**config.mk**
```make
export PLATFORM = sky130hd
export DESIGN_NAME = jk_ff_driver
export DESIGN_NICKNAME = d
export VERILOG_FILES = /design/src/rtl/jk_ff_driver.sv
export SDC_FILE = /design/constraint.sdc
export NUM_CORES = 1
export LEC_CHECK = 0
export BUFFER_PORTS_ARGS = -buffer_cell sky130_fd_sc_hd__buf_2
export CORE_MARGIN = 3
export CORE_UTILIZATION = 56
export DETAILED_ROUTE_END_ITERATION = 8
export PLACE_DENSITY = 0.78
export SETUP_SLACK_MARGIN = 0.3
export SYNTH_ARGS = -nofsm -noshare
export SYNTH_HDL_FRONTEND = slang
export SYNTH_SLANG_ARGS = --single-unit
```
**constraint.sdc**
```tcl
create_clock -name clk -period 2.2 [get_ports clk]
set_input_delay 0 -clock clk [delete_from_list [all_inputs] [get_ports clk]]
set_output_delay 0 -clock clk [all_outputs]
set_load 0.02 [all_outputs]
```
**src/rtl/jk_ff_driver.sv**
```systemverilog
// Sequencing initiator for a jk_ff: queues target Q bits, drives the J/K excitation
// for one cycle, then checks the flip-flop's q against the tracked expectation.
module jk_ff_driver #(
    parameter int unsigned DEPTH   = 4,
    parameter int unsigned CW      = 8,
    parameter int unsigned DC_MODE = 0
) (
    input  logic          clk,
    input  logic          rst_n,
    input  logic          in_valid,
    input  logic          in_bit,
    output logic          in_ready,
    output logic          j,
    output logic          k,
    input  logic          q_fb,
    output logic          chk_valid,
    output logic          chk_ok,
    output logic          err,
    output logic [CW-1:0] err_cnt,
    output logic          busy
);

    localparam int unsigned AW = (DEPTH > 1) ? $clog2(DEPTH) : 1;
    localparam int unsigned CntW = AW + 1;
    localparam logic [CntW-1:0] FullCnt = CntW'(DEPTH);

    // StInit is the reset state; the flip-flop sees the forcing 0,1 during StInitDrv.
    typedef enum logic [2:0] {
        StInit, StInitDrv, StInitChk, StIdle, StDrive, StCheck
    } state_e;

    state_e          r_state;
    logic            r_j, r_k, r_q_exp;
    logic            r_chk_valid, r_chk_ok, r_err, r_busy, r_in_ready;
    logic [CW-1:0]   r_err_cnt;
    logic [DEPTH-1:0] r_mem;
    logic [AW-1:0]   r_wr_ptr, r_rd_ptr;
    logic [CntW-1:0] r_count;

    logic            w_push, w_pop, w_empty, w_head, w_match;
    logic [CntW-1:0] w_count_d;

    function automatic logic [1:0] f_exc(input logic q, input logic t);
        if (DC_MODE != 0) return {q | t, ~(q & t)};
        return {~q & t, q & ~t};
    endfunction

    assign w_empty = (r_count == '0);
    assign w_push  = in_valid & r_in_ready;
    assign w_pop   = ((r_state == StIdle) || (r_state == StCheck)) && !w_empty;
    assign w_head  = r_mem[r_rd_ptr];
    assign w_match = (q_fb == r_q_exp);

    always_comb begin
        w_count_d = r_count;
        if (w_push && !w_pop) begin
            w_count_d = r_count + 1'b1;
        end else if (!w_push && w_pop) begin
            w_count_d = r_count - 1'b1;
        end
    end

    always_ff @(posedge clk) begin
        if (w_push) r_mem[r_wr_ptr] <= in_bit;
    end

    always_ff @(posedge clk or negedge rst_n) begin
        if (!rst_n) begin
            r_wr_ptr   <= '0;
            r_rd_ptr   <= '0;
            r_count    <= '0;
            r_in_ready <= 1'b0;
        end else begin
            if (w_push) r_wr_ptr <= r_wr_ptr + 1'b1;
            if (w_pop)  r_rd_ptr <= r_rd_ptr + 1'b1;
            r_count    <= w_count_d;
            r_in_ready <= (w_count_d != FullCnt);
        end
    end

    always_ff @(posedge clk or negedge rst_n) begin
        if (!rst_n) begin
            r_state     <= StInit;
            r_j         <= 1'b0;
            r_k         <= 1'b0;
            r_q_exp     <= 1'b0;
            r_chk_valid <= 1'b0;
            r_chk_ok    <= 1'b0;
            r_err       <= 1'b0;
            r_err_cnt   <= '0;
            r_busy      <= 1'b1;
        end else begin
            r_chk_valid <= 1'b0;
            r_j         <= 1'b0;
            r_k         <= 1'b0;
            r_busy      <= 1'b1;
            case (r_state)
                StInit: begin
                    r_k     <= 1'b1;
                    r_q_exp <= 1'b0;
                    r_state <= StInitDrv;
                end
                StInitDrv: r_state <= StInitChk;
                StInitChk, StCheck: begin
                    r_chk_valid <= 1'b1;
                    r_chk_ok    <= w_match;
                    // q_exp is deliberately left alone on a mismatch.
                    if (!w_match) begin
                        r_err <= 1'b1;
                        if (r_err_cnt != {CW{1'b1}}) r_err_cnt <= r_err_cnt + 1'b1;
                    end
                    if ((r_state == StCheck) && w_pop) begin
                        {r_j, r_k} <= f_exc(r_q_exp, w_head);
                        r_q_exp    <= w_head;
                        r_state    <= StDrive;
                    end else begin
                        r_busy  <= (w_count_d != '0);
                        r_state <= StIdle;
                    end
                end
                StIdle: begin
                    if (w_pop) begin
                        {r_j, r_k} <= f_exc(r_q_exp, w_head);
                        r_q_exp    <= w_head;
                        r_state    <= StDrive;
                    end else begin
                        r_busy <= (w_count_d != '0);
                    end
                end
                StDrive: r_state <= StCheck;
                default: r_state <= StInit;
            endcase
        end
    end

    assign in_ready  = r_in_ready;
    assign j         = r_j;
    assign k         = r_k;
    assign chk_valid = r_chk_valid;
    assign chk_ok    = r_chk_ok;
    assign err       = r_err;
    assign err_cnt   = r_err_cnt;
    assign busy      = r_busy;

endmodule

```
==> summary.md, run 1 <==
| Metric | Value |
|---|---|
| Outcome | `completed` |
| I/O pin cnt | `20` |
| Worst ir drop on vdd | `0.00116 V` |
| Commonest cells in the netlist | `25 x sky130_fd_sc_hd__dfrtp_1, 9 x sky130_fd_sc_hd__nand2_1, 8 x sky130_fd_sc_hd__ha_1` |
| Floorplan die area | `3360 um2` |
| Final net count | `176` |
| Insertion delay to the later sink of the worst-skew pair | `0.33 ns` |
| Length of the first detailed-routing pass in iterations | `4` |
| Instance area after placement | `1630 um2` |
| DP Worst Slack | `0.270 ns` |
| Fraction of layout instances using a drive strength above 1 | `0.274` |
| Area growth, synth to finish | `18.6%` |
| Number of standard cells after synthesis | `135` |
| # DRC | `0` |
| Sink Count | `30` |
| Kind of start point of the critical path | `flip-flop` |
| Relative max-transition margin | `0.578` |
| H-tree level count | `2` |
| Worst min path class | `input port to flip-flop` |
| Placeable core region | `2520 um2` |
| Final setup violation count | `0` |
| Netlist Area Pre-Place | `1510 um2` |
| Gate family responsible for the most delay along the worst path | `adder cells` |
| Number of antenna-violating nets in the routed design | `0` |
| CTS buffer count | `5` |
| Number of hold-slack violations in the final timing report | `0` |
| Vert. Die Dim | `58.0 um` |
| Most frequently used cell type in the post-synthesis netlist | `sky130_fd_sc_hd__dfrtp_1` |
| Largest family of logic cells by synthesized area | `simple AND/OR/NAND/NOR gates` |
| Biggest fanout along the worst timing path | `5` |
| Post-synthesis mux area share | `0.0380` |
| GR Util All Layers | `0.188` |
| Clk slew on worst S/H paths | `0.09 ns` |
| Routed WL per cell | `14.2 um` |
| Initial Utilization | `0.600` |
| Chip width | `58.0 um` |
| Post-route minimum period | `1.73 ns` |
| Startpoint of the lowest-slack hold path | `q_fb` |
| Routability congestion estimate | `0.853` |
| Stages on worst setup path | `8` |
| Share of async-settable or async-resettable flops after synthesis | `0.867` |
| Global route total overflow | `0` |
| Count of flip-flops with a built-in enable after synthesis | `4` |
| Count of maximum capacitance violations | `0` |
| Post-Synth Simple-Gate Area | `0.172` |
| Leading post-synthesis cells by cell area | `sky130_fd_sc_hd__dfrtp_1 41%, sky130_fd_sc_hd__edfxtp_1 7.9%, sky130_fd_sc_hd__ha_1 6.6%` |
| Cell Count, Final, Fillers Out | `194` |
| HPWL after detailed placement | `1890 um` |
| Clock tree from TritonCTS | `done` |
| Count of state elements after synthesis | `30` |
| Reg2Reg Depth | `8` |
| Post-Route WL | `2750 um` |
| Starting DRT DRC Count | `33` |
| Cell repeated most along the worst path | `sky130_fd_sc_hd__inv_1` |
| Vias | `1106` |
| Critical path buffer and inverter count | `2` |
| R2R Path Start | `r_count[0]$_DFF_PN0_` |
| Maximum number of pins on one net before global-route repair | `27` |
| Data arrival time at the worst-slack endpoint | `1.97 ns` |
| Leak pwr | `0.000844 uW` |
| Slowest cell on crit path | `sky130_fd_sc_hd__dfrtp_1` |
| Initial antenna violation count | `0` |
| Inst Count DP | `182` |
| Crit path capture type | `flip-flop` |
| Avg Inst Size Synth | `11.2 um2` |
| Worst path cell trace | `inv_1 > ha_1 > ha_2 > nand2b_4 > nor2_4 > mux2i_2 > inv_1 > o21ai_0` |
| CP startpoint | `r_count[0]$_DFF_PN0_` |
| Sequential-to-total area share from yosys stat | `0.510` |
| Synthesized netlist net count | `148` |
| Number of global-route vias before repair | `1052` |
| Unique masters post-synth | `43` |
| Unrepaired setup endpoints after global routing | `false` |
| Required time worst endpoint | `2.44 ns` |
| Number of cell rows | `18` |
| PD cells | `1460 nW/um2` |
| Total count of max-transition violations in the final report | `0` |
| Per-cell via count in the routed design | `5.70` |
| Predominant post-synthesis flop cell | `sky130_fd_sc_hd__dfrtp_1` |
| Post-synthesis adder-cell area fraction | `0.0661` |
| Share of the synthesized area in compound gates (AO/OA/AOI/OAI) | `0.108` |
| Slew at the pin closest to its max-slew limit | `0.628 ns` |
| Type of the worst setup path | `flip-flop to flip-flop` |
| Wire length of the first global-routing pass | `4600 um` |
| Xor/xnor cell area share of the yosys netlist | `0.0752` |
| Worst path setup slack after routing | `0.468 ns` |
| Number of inserted diodes | `0` |
| Port bufs | `19` |
| Number of stages on the worst hold path | `3` |
| Fin crit share | `0.787` |
| Top-area cell type share of the netlist area | `0.413` |
| CP max stage delay | `0.38 ns` |
| Final setup skew | `0.00798 ns` |
| Post-route setup TNS | `0 ns` |
| Library cell with the largest summed area after synthesis | `sky130_fd_sc_hd__dfrtp_1` |
| Max frequency | `577 MHz` |
| Final Core Density | `0.712` |
| Number of warning messages in the yosys log | `0` |
| Maximum buffer depth of the clock tree | `2` |
| Final Instance Area | `1800 um2` |
| CTS root buffer | `sky130_fd_sc_hd__clkbuf_4` |
==> routing by layer <==
layer,wire length (um),vias up,track usage
li1,-,536,-
met1,1170,537,0.217
met2,1370,29,0.305
met3,160,4,0.0713
met4,56,0,0.0960
met5,0,-,0
==> power breakdown <==
group	switching [uW]	total [uW]	internal, uW
clock	185	403	218
sequential	223	993	770
combinational	676	1230	553
total	1080	2630	1540
==> state kept, by name (all words and copies together) (netlist names), 2 cells and up <==
register,cells
r_wr_ptr,2
r_mem,4
r_rd_ptr,2
r_state,3
err_cnt,8
r_count,3
==> stage by stage <==
step	power, uW	hold slack (ns)
floorplan	1810	-0.296
global placement	2020	0.0184
detailed placement	2070	0.0299
CTS	2520	0.0151
global route	2840	0.0253
finish	2630	0.0238
==> worst reg2reg max path, cell delays in order (launching register included) <==
cell                       delay [ns]
sky130_fd_sc_hd__dfrtp_1         0.38
sky130_fd_sc_hd__inv_1           0.07
sky130_fd_sc_hd__ha_1            0.21
sky130_fd_sc_hd__ha_2            0.21
sky130_fd_sc_hd__nand2b_4        0.19
sky130_fd_sc_hd__nor2_4          0.16
sky130_fd_sc_hd__mux2i_2         0.27
sky130_fd_sc_hd__inv_1           0.07
sky130_fd_sc_hd__o21ai_0         0.08
==> cells in the final DEF, fill, tap and decap left out, types with 2 or more instances in the layout <==
cell type,count
sky130_fd_sc_hd__dfrtp_1,25
sky130_fd_sc_hd__ha_1,7
sky130_fd_sc_hd__xnor2_1,7
sky130_fd_sc_hd__clkbuf_8,3
sky130_fd_sc_hd__buf_4,3
sky130_fd_sc_hd__or2_2,2
sky130_fd_sc_hd__a21oi_1,2
sky130_fd_sc_hd__inv_1,7
sky130_fd_sc_hd__xor2_1,6
sky130_fd_sc_hd__dlygate4sd3_1,2
sky130_fd_sc_hd__nand4_1,4
sky130_fd_sc_hd__nand2_1,9
sky130_fd_sc_hd__clkbuf_4,5
sky130_fd_sc_hd__o211ai_1,2
sky130_fd_sc_hd__o21ai_0,6
sky130_fd_sc_hd__nor3_1,4
sky130_fd_sc_hd__buf_2,19
sky130_fd_sc_hd__edfxtp_1,4
sky130_fd_sc_hd__nand3_1,4
sky130_fd_sc_hd__nor2_1,3
sky130_fd_sc_hd__and3_1,5
sky130_fd_sc_hd__nand2b_1,5
sky130_fd_sc_hd__o21a_1,2
==> cells by family after synthesis <==
logic type	after synthesis
fa+ha+maj	8
xor+xnor	13
flops	30
compound gates	24
simple gates	46
mux	4
buf+inv	10
==> layout make-up <==
cell class              instances  area, um2
clock buffers                   8       78.8
fillers                       181        727
inverters                       7       26.3
multi-input cells              95        743
flip-flops and latches         30        772
well taps                      30       37.5
repair buffers                 24        138
==> final timing paths <==
| kind | end | slack [ns] |
|---|---|---|
| min reg2reg | err$_DFFE_PN0P_ | 0.48 |
| min in group asynchronous | err_cnt[5]$_DFFE_PN0P_ | 0.19 |
| max | in_ready$_DFF_PN0_ | 0.47 |
| max reg2reg | in_ready$_DFF_PN0_ | 0.47 |
| max in group asynchronous | r_wr_ptr[0]$_DFFE_PN0P_ | 1.61 |
| min | chk_ok$_DFFE_PN0P_ | 0.02 |
==> timing repair <==
action	4_1_cts	5_1_grt
pin swaps	0	2
gates resized for setup	4	7
setup endpoints to repair	2	3
hold buffers	2	0
hold endpoints to repair	29	0
cloned	0	0
buffers inserted	0	2
No activity file was read; power rests on OpenSTA's default activity.
==> inputs of run 2 (changes only) <==
==> constraint.sdc (replaced) <==
create_clock -name clk -period 1.6 [get_ports clk]
set_input_delay 0 -clock clk [delete_from_list [all_inputs] [get_ports clk]]
set_output_delay 0 -clock clk [all_outputs]
set_load 0.02 [all_outputs]
==> run 2 against run 1 <==
Effect of this change:
- first-iteration DRC count is 27% higher
- clock power is 16% higher
- cell count is 9.3% higher
- global-route usage is 1.4 points higher
- count of clock-buffer cells in the layout stayed put
- worst setup slack worse by 0.46 ns
- critical path depth stayed put
- combinational power is 98% higher
- sequential cell count stayed put
- die area stayed put
- non-clock buffer count is 18 higher
- total power is 63% higher
- critical endpoint unchanged
- largest power group unchanged
- highest routed layer unchanged
==> summary.md, run 2 (synthesis gave the netlist of run 1 again) <==
| Metric | Value |
|---|---|
| Fin crit share | `0.996` |
| PD cells | `2090 nW/um2` |
| Number of hold-slack violations in the final timing report | `0` |
| Instance area after placement | `1770 um2` |
| Data arrival time at the worst-slack endpoint | `1.80 ns` |
| Endpoint of the worst hold-timing path | `chk_ok$_DFFE_PN0P_` |
| Combinational cell fraction of total power | `0.570` |
| Number of global-route vias before repair | `1156` |
| Reg2Reg Depth | `8` |
| CP max stage delay | `0.39 ns` |
| Number of cell rows | `18` |
| Area growth, synth to finish | `35.5%` |
| Worst Hold Margin | `0.0271 ns` |
| Slowest cell on crit path | `sky130_fd_sc_hd__dfrtp_1` |
| Count of maximum capacitance violations | `0` |
| Startpoint of the lowest-slack hold path | `q_fb` |
| Worst min path class | `input port to flip-flop` |
| Final setup violation count | `0` |
| Relative max-transition margin | `0.617` |
| Number of inserted diodes | `0` |
| Register-to-register setup slack | `0.006 ns` |
| Number of stages on the worst hold path | `3` |
| Most used cells in the layout excluding fill and tap cells | `20 x sky130_fd_sc_hd__dfrtp_1, 19 x sky130_fd_sc_hd__buf_2, 17 x sky130_fd_sc_hd__buf_4` |
| Stages on worst setup path | `8` |
| Wire length of the first global-routing pass | `5030 um` |
| HPWL after detailed placement | `2050 um` |
| Floorplan die area | `3360 um2` |
| Number of antenna-violating nets in the routed design | `0` |
| CTS root buffer | `sky130_fd_sc_hd__clkbuf_4` |
| Chip width | `58.0 um` |
| Gate family responsible for the most delay along the worst path | `compound AO/OA/AOI/OAI gates` |
| Final Core Density | `0.813` |
| Worst path setup slack after routing | `0.00591 ns` |
| Final setup skew | `0.0106 ns` |
| Slew at the pin closest to its max-slew limit | `0.575 ns` |
| Total count of max-transition violations in the final report | `0` |
| Maximum number of pins on one net before global-route repair | `27` |
| H-tree level count | `2` |
| Per-cell via count in the routed design | `5.63` |
| Clk slew on worst S/H paths | `0.10 ns` |
| Unrepaired setup endpoints after global routing | `true` |
| Routability congestion estimate | `0.803` |
| Placeable core region | `2520 um2` |
| Critical path buffer and inverter count | `2` |
| Destination of the worst register-to-register timing path | `in_ready$_DFF_PN0_` |
| Kind of start point of the critical path | `flip-flop` |
| Switching Fraction | `0.413` |
| Post-route minimum period | `1.59 ns` |
| Internal power component | `2520 uW` |
| R2R Path Start | `r_count[0]$_DFF_PN0_` |
| Fraction of layout instances using a drive strength above 1 | `0.467` |
| Type of the worst setup path | `flip-flop to flip-flop` |
| I/O pin cnt | `20` |
| Crit path capture type | `flip-flop` |
| Global route total overflow | `0` |
| Maximum buffer depth of the clock tree | `2` |
| Initial Utilization | `0.600` |
| Sink Count | `30` |
| Final net count | `194` |
| Biggest fanout along the worst timing path | `6` |
| Filler cells | `146` |
| Leak pwr | `0.000945 uW` |
| Worst ir drop on vdd | `0.00179 V` |
| GR Util All Layers | `0.202` |
| Most common cell after layout, fill and taps aside | `sky130_fd_sc_hd__dfrtp_1` |
| Clock network fraction of total power | `0.109` |
| DP Worst Slack | `0.00940 ns` |
| Relative contribution of sequential cells to total power | `0.321` |
| Routed WL per cell | `14.8 um` |
| Outcome | `completed` |
| Required time worst endpoint | `1.81 ns` |
| Port bufs | `19` |
| Vias | `1193` |
| Clock tree from TritonCTS | `done` |
| Worst path cell trace | `inv_2 > ha_4 > ha_4 > nor2b_1 > buf_4 > a211o_1 > a21oi_2 > o21ai_1` |
| Cell repeated most along the worst path | `sky130_fd_sc_hd__ha_4` |
| Initial antenna violation count | `0` |
| Vert. Die Dim | `58.0 um` |
| Post-Route WL | `3150 um` |
| Largest register FFs | `8` |
| Max frequency | `627 MHz` |
| Final Instance Area | `2050 um2` |
| CTS buffer count | `5` |
| Length of the first detailed-routing pass in iterations | `4` |
| Switching power summed over all nets | `1770 uW` |
| # DRC | `0` |
| Insertion delay to the later sink of the worst-skew pair | `0.33 ns` |
| Starting DRT DRC Count | `42` |
==> run 2: through the flow <==
step,cells,setup TNS [ns],total power (uW)
finish,212,0,4290
global route,212,-0.130,4570
CTS,208,0,4030
detailed placement,192,0,3270
global placement,192,0,3180
floorplan,135,-0.00456,2650
==> run 2: per-layer routing <==
| layer | up-vias | GRT usage | routed length [um] |
|---|---|---|---|
| met5 | - | 0 | 0 |
| met4 | 0 | 0.0795 | 54 |
| met3 | 7 | 0.0624 | 142 |
| met2 | 30 | 0.356 | 1650 |
| met1 | 581 | 0.226 | 1300 |
| li1 | 575 | - | - |
==> run 2: cell type report <==
cell class	count	area, um2	area share
Sequential cell	30	778	0.379
Inverter	7	26.3	0.0128
Tap cell	30	37.5	0.0183
Multi-Input combinational cell	95	863	0.421
Timing Repair Buffer	42	288	0.140
Clock buffer	8	58.8	0.0287
==> run 2: how the worst max path moves through the flow <==
stage | start | endpoint
6_report | r_count[0]$_DFF_PN0_ | in_ready$_DFF_PN0_
2_1_floorplan | r_count[0]$_DFF_PN0_ | in_ready$_DFF_PN0_
3_3_place_gp | r_count[0]$_DFF_PN0_ | busy$_DFF_PN1_
5_1_grt | r_count[1]$_DFF_PN0_ | r_count[1]$_DFF_PN0_
4_1_cts | r_count[0]$_DFF_PN0_ | r_count[1]$_DFF_PN0_
3_5_place_dp | r_count[0]$_DFF_PN0_ | in_ready$_DFF_PN0_
==> run 2: worst reg2reg max path, stage by stage (launching register included) <==
cell and delay [ns]:
sky130_fd_sc_hd__dfrtp_1 0.39, sky130_fd_sc_hd__inv_2 0.08, sky130_fd_sc_hd__ha_4 0.14, sky130_fd_sc_hd__ha_4 0.13, sky130_fd_sc_hd__nor2b_1 0.04, sky130_fd_sc_hd__buf_4 0.15, sky130_fd_sc_hd__a211o_1 0.28, sky130_fd_sc_hd__a21oi_2 0.19
sky130_fd_sc_hd__o21ai_1 0.08
==> run 2: timing repair <==
item	CTS	global route
setup buffers	6	4
hold buffers	2	0
resized for setup	16	16
endpoints found under the hold margin	29	0
endpoints found under the setup margin	21	21
pin swaps	7	8
==> run 2: power by group through the flow <==
stage	clock (uW)	sequential, uW	combinational (uW)
after floorplan	0	1440	1220
after global placement	0	1340	1840
after detailed placement	0	1360	1910
after CTS	481	1360	2190
after global routing	507	1430	2630
final	467	1380	2440
